File: src/rtl/lsu_pkg.sv
// lsu_pkg: shared definitions for the load/store unit.
//   SZ_B/SZ_H/SZ_W/SZ_D : req_size encodings (1, 2, 4, 8 bytes)
//   DMEM_LANES          : byte lanes per dmem word
//   state_t             : LSU control FSM states
package lsu_pkg;

    localparam logic [1:0] SZ_B = 2'd0;
    localparam logic [1:0] SZ_H = 2'd1;
    localparam logic [1:0] SZ_W = 2'd2;
    localparam logic [1:0] SZ_D = 2'd3;

    localparam int unsigned DMEM_LANES = 8;

    typedef enum logic [1:0] {
        IDLE,
        ACC0,
        ACC1,
        RESP
    } state_t;

endpackage

File: src/rtl/lsu_align.sv
// lsu_align: combinational byte-lane alignment for the LSU.
//   size, off    : access size encoding and byte offset within the dword
//   is_unsigned  : zero-extend (1) or sign-extend (0) the load result
//   wdata        : right-justified store data
//   rbuf         : {high dword, low dword} of raw read data
//   mask         : 16-bit lane mask spanning two consecutive dwords
//   crossing     : access spills into the next dword
//   wshift       : store data shifted onto its lanes across two dwords
//   rdata        : load result, right-justified and extended to 64 bits
module lsu_align
    import lsu_pkg::*;
(
    input  logic [1:0]   size,
    input  logic [2:0]   off,
    input  logic         is_unsigned,
    input  logic [63:0]  wdata,
    input  logic [127:0] rbuf,
    output logic [15:0]  mask,
    output logic         crossing,
    output logic [127:0] wshift,
    output logic [63:0]  rdata
);

    logic [3:0]  nbytes;
    logic [63:0] rshift;

    always_comb begin
        nbytes   = 4'd1 << size;
        mask     = ((16'd1 << nbytes) - 16'd1) << off;
        // off <= 7 and nbytes <= 8, so the 4-bit sum cannot overflow
        crossing = ({1'b0, off} + nbytes) > 4'd8;
        wshift   = {64'd0, wdata} << {off, 3'b000};
        rshift   = 64'(rbuf >> {off, 3'b000});

        case (size)
            SZ_B:    rdata = {{56{~is_unsigned & rshift[7]}},  rshift[7:0]};
            SZ_H:    rdata = {{48{~is_unsigned & rshift[15]}}, rshift[15:0]};
            SZ_W:    rdata = {{32{~is_unsigned & rshift[31]}}, rshift[31:0]};
            default: rdata = rshift;
        endcase
    end

endmodule

File: src/rtl/lsu.sv
// lsu: load/store unit between the pipeline and a 64-bit byte-lane dmem.
//   SPLIT_EN      : 1 = split dword-crossing accesses in two, 0 = reject them
//   clk, rst      : clock, asynchronous active-high reset
//   req_*         : pipeline request (valid/ready handshake)
//   resp_*        : response with extended load data and crossing error
//   we_dmem, dmem_word_sel, r_dmem_addr, w_dmem_data : dmem drive
//   dmem_data     : combinational dmem read data for r_dmem_addr
module lsu
    import lsu_pkg::*;
#(
    parameter int unsigned SPLIT_EN = 1
) (
    input  logic        clk,
    input  logic        rst,
    input  logic        req_valid,
    output logic        req_ready,
    input  logic        req_we,
    input  logic [1:0]  req_size,
    input  logic        req_unsigned,
    input  logic [63:0] req_addr,
    input  logic [63:0] req_wdata,
    output logic        resp_valid,
    input  logic        resp_ready,
    output logic [63:0] resp_rdata,
    output logic        resp_err,
    output logic        we_dmem,
    output logic [7:0]  dmem_word_sel,
    output logic [63:0] r_dmem_addr,
    output logic [63:0] w_dmem_data,
    input  logic [63:0] dmem_data
);

    localparam logic SPLIT = (SPLIT_EN != 0);

    state_t      state;
    logic        we_q;
    logic [1:0]  size_q;
    logic        uns_q;
    logic [63:0] addr_q;
    logic [63:0] wdata_q;
    logic [63:0] lo_buf;
    logic [63:0] hi_buf;

    logic [1:0]   a_size;
    logic [2:0]   a_off;
    logic [63:0]  a_wdata;
    logic [127:0] a_rbuf;
    logic [15:0]  mask;
    logic         crossing;
    logic [127:0] wshift;
    logic [63:0]  load_data;

    // Outputs are registered, so the ACC0 drive is computed from the live
    // request in IDLE; later states use the latched copy. Read data for the
    // final beat comes straight from dmem_data so the response can be
    // registered on the same edge that would otherwise fill the buffer.
    always_comb begin
        if (state == IDLE) begin
            a_size  = req_size;
            a_off   = req_addr[2:0];
            a_wdata = req_wdata;
        end else begin
            a_size  = size_q;
            a_off   = addr_q[2:0];
            a_wdata = wdata_q;
        end
        a_rbuf = (state == ACC1) ? {dmem_data, lo_buf} : {hi_buf, dmem_data};
    end

    lsu_align u_align (
        .size        (a_size),
        .off         (a_off),
        .is_unsigned (uns_q),
        .wdata       (a_wdata),
        .rbuf        (a_rbuf),
        .mask        (mask),
        .crossing    (crossing),
        .wshift      (wshift),
        .rdata       (load_data)
    );

    always_ff @(posedge clk or posedge rst) begin
        if (rst) begin
            state         <= IDLE;
            req_ready     <= 1'b1;
            we_q          <= 1'b0;
            size_q        <= SZ_B;
            uns_q         <= 1'b0;
            addr_q        <= '0;
            wdata_q       <= '0;
            lo_buf        <= '0;
            hi_buf        <= '0;
            resp_valid    <= 1'b0;
            resp_rdata    <= '0;
            resp_err      <= 1'b0;
            we_dmem       <= 1'b0;
            dmem_word_sel <= '0;
            r_dmem_addr   <= '0;
            w_dmem_data   <= '0;
        end else begin
            case (state)
                IDLE: begin
                    if (req_valid) begin
                        state     <= ACC0;
                        req_ready <= 1'b0;
                        we_q      <= req_we;
                        size_q    <= req_size;
                        uns_q     <= req_unsigned;
                        addr_q    <= req_addr;
                        wdata_q   <= req_wdata;
                        lo_buf    <= '0;
                        hi_buf    <= '0;
                        // A rejected crossing access never touches dmem
                        if (!(crossing && !SPLIT)) begin
                            we_dmem       <= req_we;
                            dmem_word_sel <= mask[7:0];
                            r_dmem_addr   <= {req_addr[63:3], 3'b000};
                            w_dmem_data   <= wshift[63:0];
                        end
                    end
                end
                ACC0: begin
                    lo_buf <= dmem_data;
                    if (crossing && SPLIT) begin
                        state         <= ACC1;
                        we_dmem       <= we_q;
                        dmem_word_sel <= mask[15:8];
                        r_dmem_addr   <= {addr_q[63:3], 3'b000} + 64'd8;
                        w_dmem_data   <= wshift[127:64];
                    end else begin
                        state         <= RESP;
                        we_dmem       <= 1'b0;
                        dmem_word_sel <= '0;
                        r_dmem_addr   <= '0;
                        w_dmem_data   <= '0;
                        resp_valid    <= 1'b1;
                        // Only reachable with crossing set when splitting is off
                        resp_err      <= crossing;
                        resp_rdata    <= (we_q || crossing) ? '0 : load_data;
                    end
                end
                ACC1: begin
                    hi_buf        <= dmem_data;
                    state         <= RESP;
                    we_dmem       <= 1'b0;
                    dmem_word_sel <= '0;
                    r_dmem_addr   <= '0;
                    w_dmem_data   <= '0;
                    resp_valid    <= 1'b1;
                    resp_err      <= 1'b0;
                    resp_rdata    <= we_q ? '0 : load_data;
                end
                RESP: begin
                    if (resp_ready) begin
                        state      <= IDLE;
                        req_ready  <= 1'b1;
                        resp_valid <= 1'b0;
                        resp_err   <= 1'b0;
                        resp_rdata <= '0;
                    end
                end
                default: state <= IDLE;
            endcase
        end
    end

endmodule

File: config.mk
export PLATFORM = sky130hd
export DESIGN_NAME = lsu
export DESIGN_NICKNAME = d
export VERILOG_FILES = /design/src/rtl/lsu_pkg.sv /design/src/rtl/lsu_align.sv /design/src/rtl/lsu.sv
export SDC_FILE = /design/constraint.sdc
export NUM_CORES = 2
export LEC_CHECK = 0
export CORE_MARGIN = 4
export CORE_UTILIZATION = 25
export DETAILED_ROUTE_END_ITERATION = 12
export GPL_TIMING_DRIVEN = 0
export PLACE_DENSITY = 0.53
export SYNTH_ARGS = -nofsm -noshare
export SYNTH_HDL_FRONTEND = slang
export SYNTH_SLANG_ARGS = --single-unit
File: constraint.sdc
create_clock -name clk -period 23.7 [get_ports clk]
set_clock_uncertainty 0.1 [all_clocks]
set_input_delay 2.37 -clock clk [delete_from_list [all_inputs] [get_ports clk]]
set_output_delay 2.37 -clock clk [all_outputs]
set_load 0.005 [all_outputs]
Word-level counts from Yosys, hierarchy flattened
Index checks and enable logic that the tools add are counted.
{ "word_totals": {"register_bits": 466, "input_bits": 200, "output_inout_bits": 204, "word_cells": 89} }
{ "classes": {"addsub": 3, "order_cmp": 1, "n_eq_ne": 8, "n_shift": 5, "muxes": 37, "bitwise_logic": 4, "reduce_logical": 15} }
{ "ops": {"columns": ["operator", "n"], "rows": [
  ["case mux 64 bit (3 select lines)", 4],
  ["two-way mux 64 bit", 10],
  ["case mux 64 bit (2 select lines)", 2],
  ["two-way mux 128 bit", 1],
  ["<< shifter 64 x 6 -> 128 bit", 1],
  ["right shift 128 x 6 -> 64 bit", 1],
  ["adder 64 x 4 -> 64 bit, second input constant", 1],
  ["case mux 8 bit (3 select lines)", 1],
  ["two-way mux 8 bit", 2],
  ["<< shifter 1 x 4 -> 16 bit, first input constant", 1],
  ["<< shifter 16 x 3 -> 16 bit", 1],
  ["subtractor 16 x 1 -> 16 bit, second input constant", 1],
  ["AND reduction 2 bit", 5],
  ["case mux 1 bit (3 select lines)", 3],
  ["two-way mux 1 bit", 8],
  ["case mux 2 bit (4 select lines)", 1],
  ["== test 2 bit, second input constant", 3],
  ["two-way mux 2 bit", 3],
  ["inequality test 2 bit, second input constant", 3],
  ["AND reduction 3 bit", 2],
  ["nonzero test 2 bit", 3],
  ["nonzero test 3 bit", 2],
  ["adder 3 x 4 -> 4 bit", 1],
  ["== test 2 x 1 -> 1 bit, second input constant", 2],
  ["other kinds (8)", 11]
]} }

Longest topological paths before layout
{ "depth": {"ltp_word": 9, "mapped_depth": 18, "depth_no_buf": 14} }

Hierarchy
A second synthesis with hierarchy kept.
{ "unflattened": {"cells_unflattened": 2577, "hier_area_um2": 27526.4} }
{ "modules_own_cells": {"columns": ["module", "n_inst", "cells_each", "area_each_um2", "seq_area_each_um2"], "rows": [
  ["lsu", 1, 1761, 21256.6, 11562.3],
  ["lsu_align", 1, 816, 6269.8, 0.0]
]} }

Worst setup path before layout
OpenSTA, ideal clock, no wires.
{ "synth_path": {"path_kind": "input port to flip-flop", "start": "in req_addr[1]", "end": "reg w_dmem_data[51]", "setup_ns": 0.065, "arrival_ns": 5.966, "required_time_ns": 23.535, "slack_ns": 17.569, "cell_stages": 14, "path_buffers": 5, "cell_sequence": "mux2i_1 inv_2 buf_1 buf_2 clkbuf_1 clkbuf_1 ha_1 a21o_1 a311o_1 a2111o_1 or3_1 buf_2 o221ai_1 o21a_1"} }
{ "synth_between": {"elab_chain_cells": 5, "word_cells_on_any_way": 7, "cone_classes": "add/sub (1); order compare (1); shift (1); mux (4)"} }
{ "synth_lines": {"columns": ["element", "line_no", "text"], "rows": [
  ["start: declaration", "lsu.sv:20", "input logic [63:0] req_addr,"],
  ["two-way mux 3 bit (*)", "lsu.sv:58", "if (state == IDLE) begin"],
  ["adder 3 x 4 -> 4 bit", "lsu_align.sv:31", "crossing = ({1'b0, off} + nbytes) > 4'd8;"],
  ["> comparator 4 bit", "lsu_align.sv:31", null],
  ["two-way mux 64 bit", "lsu.sv:124", "if (crossing && SPLIT) begin"],
  ["case mux 64 bit (3 select lines) (*)", "lsu.sv:101", "case (state)"],
  ["end signal: assignment", "lsu.sv:118", "w_dmem_data <= wshift[63:0];"],
  ["end signal: assignment", "lsu.sv:129", "w_dmem_data <= wshift[127:64];"],
  ["end: declaration", "lsu.sv:29", "output logic [63:0] w_dmem_data,"]
]} }
Every way passes the cells marked *; elsewhere a longest branch is shown, timed or not. The select of a mux whose other input is x is not followed.
A chain may end at the register's enable or synchronous reset.

Worst setup path in the final report
{ "layout_path": {"start": "in req_addr[1]", "end": "reg resp_rdata[32]"} }
{ "layout_between": {"elab_chain_cells": 7, "word_cells_on_any_way": 15, "cone_classes": "add/sub (1); order compare (1); eq/ne (1); shift (1); mux (6); bitwise (3); reduce/logical (2)"} }
{ "layout_lines": {"columns": ["element", "line_no", "text"], "rows": [
  ["two-way mux 3 bit (*)", "lsu.sv:58", null],
  ["right shift 128 x 6 -> 64 bit / adder 3 x 4 -> 4 bit (equally long branches)", "lsu_align.sv:33, lsu_align.sv:31", null],
  ["bitwise AND 1 bit, or another cell as far along", "lsu_align.sv:38", "SZ_W: rdata = {{32{~is_unsigned & rshift[31]}}, rshift[31:0]};"],
  ["case mux 64 bit (3 select lines) / logical OR 1 bit (equally long branches)", "lsu_align.sv:35, lsu.sv:139", null],
  ["two-way mux 64 bit", "lsu.sv:139", "resp_rdata <= (we_q || crossing) ? '0 : load_data;"],
  ["two-way mux 64 bit", "lsu.sv:124", null],
  ["case mux 64 bit (3 select lines)", "lsu.sv:101", null],
  ["end signal: assignment", "lsu.sv:139", null],
  ["end signal: assignment", "lsu.sv:151", "resp_rdata <= we_q ? '0 : load_data;"],
  ["end: declaration", "lsu.sv:24", "output logic [63:0] resp_rdata,"]
]} }
Marked as above.

==> impl_table.tex <==
\begin{tabular}{lr}
\hline
Metric & Value \\
\hline
\multicolumn{2}{l}{\textbf{STA}} \\
Highest achievable clock rate & 125.6 MHz \\
Tightest Pin Transition & 1.251 ns \\
Shortest clock period the worst path allows after layout & 7.964 ns \\
Post-Route Setup TNS & 0 ns \\
Final setup fails & 0 \\
Number of pins with negative max-slew slack in the final report & 0 \\
Final worst path period share & 33.60\% \\
Max transition margin & 15.95\% \\
Hold violation total from the final report & 0 \\
Unrepaired setup endpoints after global routing & no \\
\multicolumn{2}{l}{\textbf{Logic synthesis}} \\
Cell Area, Synth & 27,020 sq um \\
Synthesized flop and latch total & 454 \\
Number of warnings reported in the yosys synthesis log & 0 \\
Count of mapped cells out of synthesis & 2,700 \\
Number of library cell types mapped by synthesis & 70 \\
Proportion of register bits with asynchronous set or reset after synthesis & 100.0\% \\
Synthesized area divided by synthesized cell count & 10.01 sq um \\
Top FF cell, synth & sky130\_fd\_sc\_hd\_\_dfrtp\_1 \\
Sequential element share of the synthesized area & 42.05\% \\
EDFF count, synth & 0 \\
\multicolumn{2}{l}{\textbf{Worst setup path}} \\
CP Class & input port to register \\
Worst r2r path cells & 18 \\
Sort of element at the end of the critical path & register \\
WP data arrival & 8.44 ns \\
Critical path required time & 24.18 ns \\
Maximum fanout count along the critical path & 11 \\
Startpoint Class & input port \\
\multicolumn{2}{l}{\textbf{Global route}} \\
Number of global-route vias before repair & 24,690 \\
Total routing resource utilization after global routing & 22.13\% \\
Largest net degree at the start of global routing & 114 \\
First-pass GRT wire length & 183,500 um \\
Total congestion overflow after global routing & 0 \\
Antenna violations before repair & 17 \\
\multicolumn{2}{l}{\textbf{Power and ir drop}} \\
Total power per unit cell area & 177.7 nW/um\^{}2 \\
Leakage power & 13.76 nW \\
Max rail drop VDD & 0.07102 mV \\
\multicolumn{2}{l}{\textbf{Route}} \\
Number of DRC markers in iteration 0 & 2,585 \\
Final ANT Viol Nets & 0 \\
Drt first pass iters & 5 \\
Count of vias placed by the detailed router & 24,860 \\
Number of vias per cell after detailed routing & 5.377 \\
DRC violation count after routing & 0 \\
Aggregate routed wire length & 129,500 um \\
Detailed-route wire length per cell & 28.00 um \\
\multicolumn{2}{l}{\textbf{Die}} \\
Die area & 113,400 sq um \\
Starting density of the core & 25.20\% \\
Number of rows in the core area & 120 \\
Overall die width & 336.8 um \\
DIE HEIGHT & 336.8 um \\
Boundary Pins & 404 \\
Core ar. & 107,200 sq um \\
\multicolumn{2}{l}{\textbf{Cells and area}} \\
Sequential cell area & 11,360 sq um \\
Layout net count & 3,376 \\
Layout-stage area growth over the synthesis result & 29.40\% \\
Fillers & 11,150 \\
Util after Layout & 32.61\% \\
Layout cell share with drive strength beyond 1 & 13.71\% \\
Multi-input gate area in the final layout & 14,680 sq um \\
\multicolumn{2}{l}{\textbf{Clocking}} \\
Clock transition at the registers of the reported paths & 0.06 ns \\
Number of cells upsized or downsized after cts & 0 \\
Setup bufs post-CTS & 0 \\
Clk sink count & 454 \\
Maximum level of the CTS H-tree & 2 \\
Cts hold-fix bufs & 0 \\
Number of buffers on the longest clock path & 3 \\
CTS Root Buffer Type & sky130\_fd\_sc\_hd\_\_clkbuf\_16 \\
Worst skew pair latency & 0.67 ns \\
Cts bufs inserted & 57 \\
CTS tree & done \\
\multicolumn{2}{l}{\textbf{Place}} \\
Number of port buffers & 398 \\
Detail Placement HPWL & 102,100 um \\
Weighted congestion at the end of routability-driven global placement & 0.9469 \\
\multicolumn{2}{l}{\textbf{Min path}} \\
Min-Delay Path Depth & 2 \\
Hold Crit Class & register to register \\
\multicolumn{2}{l}{\textbf{Run status}} \\
Outcome & finished, final reports clean \\
\multicolumn{2}{l}{\textbf{Flow run}} \\
Maximum Capacitance Violations & 0 \\
\hline
\end{tabular}
[logic make-up after synthesis]
| logic type | Yosys count | synth area share (%) |
|---|---|---|
| buffers and inverters | 247 | 3.723 |
| flip-flops | 454 | 42.05 |
| other | 1 | 0.01388 |
| AND/OR/NAND/NOR | 753 | 12.46 |
| multiplexers | 450 | 22.06 |
| XOR/XNOR | 60 | 1.945 |
| adder cells (fa/ha/maj) | 11 | 0.5372 |
| AO/OA/AOI/OAI | 724 | 17.21 |
[flip-flops by register name (all words and copies together) (netlist names)]
name,cells
req_ready,1
wdata_q,64
resp_valid,1
we_dmem,1
r_dmem_addr,61
state,2
uns_q,1
resp_rdata,64
dmem_word_sel,8
size_q,2
lo_buf,64
we_q,1
hi_buf,56
w_dmem_data,64
addr_q,64
[cell type report]
class / count / area share (%)
Clock inverter: 29 / 1.199
Sequential cell: 454 / 32.50
Clock buffer: 74 / 4.581
Multi-Input combinational cell: 2002 / 41.99
Inverter: 14 / 0.1718
Antenna cell: 11 / 0.07873
Tap cell: 1403 / 5.021
Timing Repair Buffer: 403 / 11.73
Buffer: 233 / 2.727
[path summary, 6_finish.rpt]
path	from	end	slack [ns]
max	req_addr[1]	resp_rdata[32]	15.74
max reg2reg	state[1]	resp_rdata[32]	17.08
min in group asynchronous	rst	resp_rdata[34]	2.00
min	hi_buf[2]	hi_buf[2]	0.38
max in group asynchronous	rst	r_dmem_addr[19]	20.07
min reg2reg	hi_buf[2]	hi_buf[2]	0.38
[power by group]
part	internal, mW	switching [mW]	total, mW
clock network	0.574	0.383	0.958
logic	1.42	2.44	3.86
registers	1.12	0.277	1.40
[metrics by stage]
| step | cells | area, sq um | total power [mW] | hold slack (ns) | setup WS, ns |
|---|---|---|---|---|---|
| after floorplan | 2703 | 27030 | 3.574 | 0.3452 | 8.576 |
| after detailed placement | 4509 | 32910 | 5.179 | 0.3689 | 15.16 |
| final | 4623 | 34960 | 6.214 | 0.3813 | 15.74 |
| after global placement | 4504 | 32770 | 5.154 | 0.3573 | 1.620 |
| after CTS | 4612 | 34930 | 6.160 | 0.3825 | 15.85 |
| after global routing | 4615 | 34940 | 6.528 | 0.3993 | 15.44 |
[worst max-delay path: stages]
cell and delay (ns):
sky130_fd_sc_hd__clkdlybuf4s50_1 0.48, sky130_fd_sc_hd__mux2i_1 0.23, sky130_fd_sc_hd__inv_2 0.25, sky130_fd_sc_hd__buf_1 0.63, sky130_fd_sc_hd__buf_2 0.47, sky130_fd_sc_hd__clkbuf_1 0.47
sky130_fd_sc_hd__clkbuf_1 0.63, sky130_fd_sc_hd__ha_1 0.36, sky130_fd_sc_hd__a21oi_1 0.24, sky130_fd_sc_hd__nor4_1 0.10, sky130_fd_sc_hd__a311o_1 0.37, sky130_fd_sc_hd__a21oi_2 0.44
sky130_fd_sc_hd__a211o_1 0.27, sky130_fd_sc_hd__buf_2 0.27, sky130_fd_sc_hd__buf_1 0.61, sky130_fd_sc_hd__nand2_1 0.13, sky130_fd_sc_hd__o21ai_1 0.10
[layout by cell type, fill, tap and decap left out, types with 36 or more instances in the layout]
master                            count
sky130_fd_sc_hd__buf_2               36
sky130_fd_sc_hd__o21ai_0            122
sky130_fd_sc_hd__clkdlybuf4s50_1    398
sky130_fd_sc_hd__nand3_1             51
sky130_fd_sc_hd__clkbuf_1           154
sky130_fd_sc_hd__nor2_1             145
sky130_fd_sc_hd__dfrtp_1            453
sky130_fd_sc_hd__nand2_1            397
sky130_fd_sc_hd__mux2_2             179
sky130_fd_sc_hd__nor3b_1             63
sky130_fd_sc_hd__mux2i_1            170
sky130_fd_sc_hd__a22o_1              69
sky130_fd_sc_hd__o21ai_1            108
sky130_fd_sc_hd__a21oi_1            195
sky130_fd_sc_hd__buf_1               41
sky130_fd_sc_hd__mux4_2              97
sky130_fd_sc_hd__clkbuf_16           58
[per-layer routing]
| layer | up-vias | routed length, um | track usage [%] |
|---|---|---|---|
| li1 | 10880 | - | - |
| met1 | 12610 | 55170 | 29.77 |
| met2 | 1172 | 58660 | 34.68 |
| met3 | 184 | 11820 | 6.351 |
| met4 | 12 | 3733 | 6.363 |
| met5 | - | 78 | 0 |
[synthesized netlist by cell type, types with 13 or more instances]
library cell,number,area share [%]
sky130_fd_sc_hd__xor2_1,32,1.0
sky130_fd_sc_hd__buf_1,41,0.57
sky130_fd_sc_hd__a21oi_1,195,3.6
sky130_fd_sc_hd__dfrtp_1,453,42
sky130_fd_sc_hd__nor2b_1,14,0.32
sky130_fd_sc_hd__o22ai_1,35,0.81
sky130_fd_sc_hd__mux4_2,97,8.1
sky130_fd_sc_hd__a32o_1,16,0.59
sky130_fd_sc_hd__clkbuf_1,147,2.0
sky130_fd_sc_hd__a211oi_1,20,0.56
sky130_fd_sc_hd__nand3_1,51,0.94
sky130_fd_sc_hd__xnor2_1,28,0.91
sky130_fd_sc_hd__mux2_2,179,7.5
sky130_fd_sc_hd__nor3_1,27,0.50
sky130_fd_sc_hd__o21ai_1,108,2.0
sky130_fd_sc_hd__a221oi_1,24,0.78
sky130_fd_sc_hd__o21a_1,34,0.94
sky130_fd_sc_hd__o21ai_0,122,2.3
sky130_fd_sc_hd__nand2_1,397,5.5
sky130_fd_sc_hd__buf_2,36,0.67
sky130_fd_sc_hd__nand4_1,15,0.35
sky130_fd_sc_hd__a22o_1,69,2.2
sky130_fd_sc_hd__o221ai_1,34,1.1
sky130_fd_sc_hd__mux2i_1,170,6.3
sky130_fd_sc_hd__nor3b_1,63,1.8
sky130_fd_sc_hd__a221o_1,13,0.48
sky130_fd_sc_hd__nor2_1,145,2.0
Note: power is estimated with default switching activity, not from simulation.
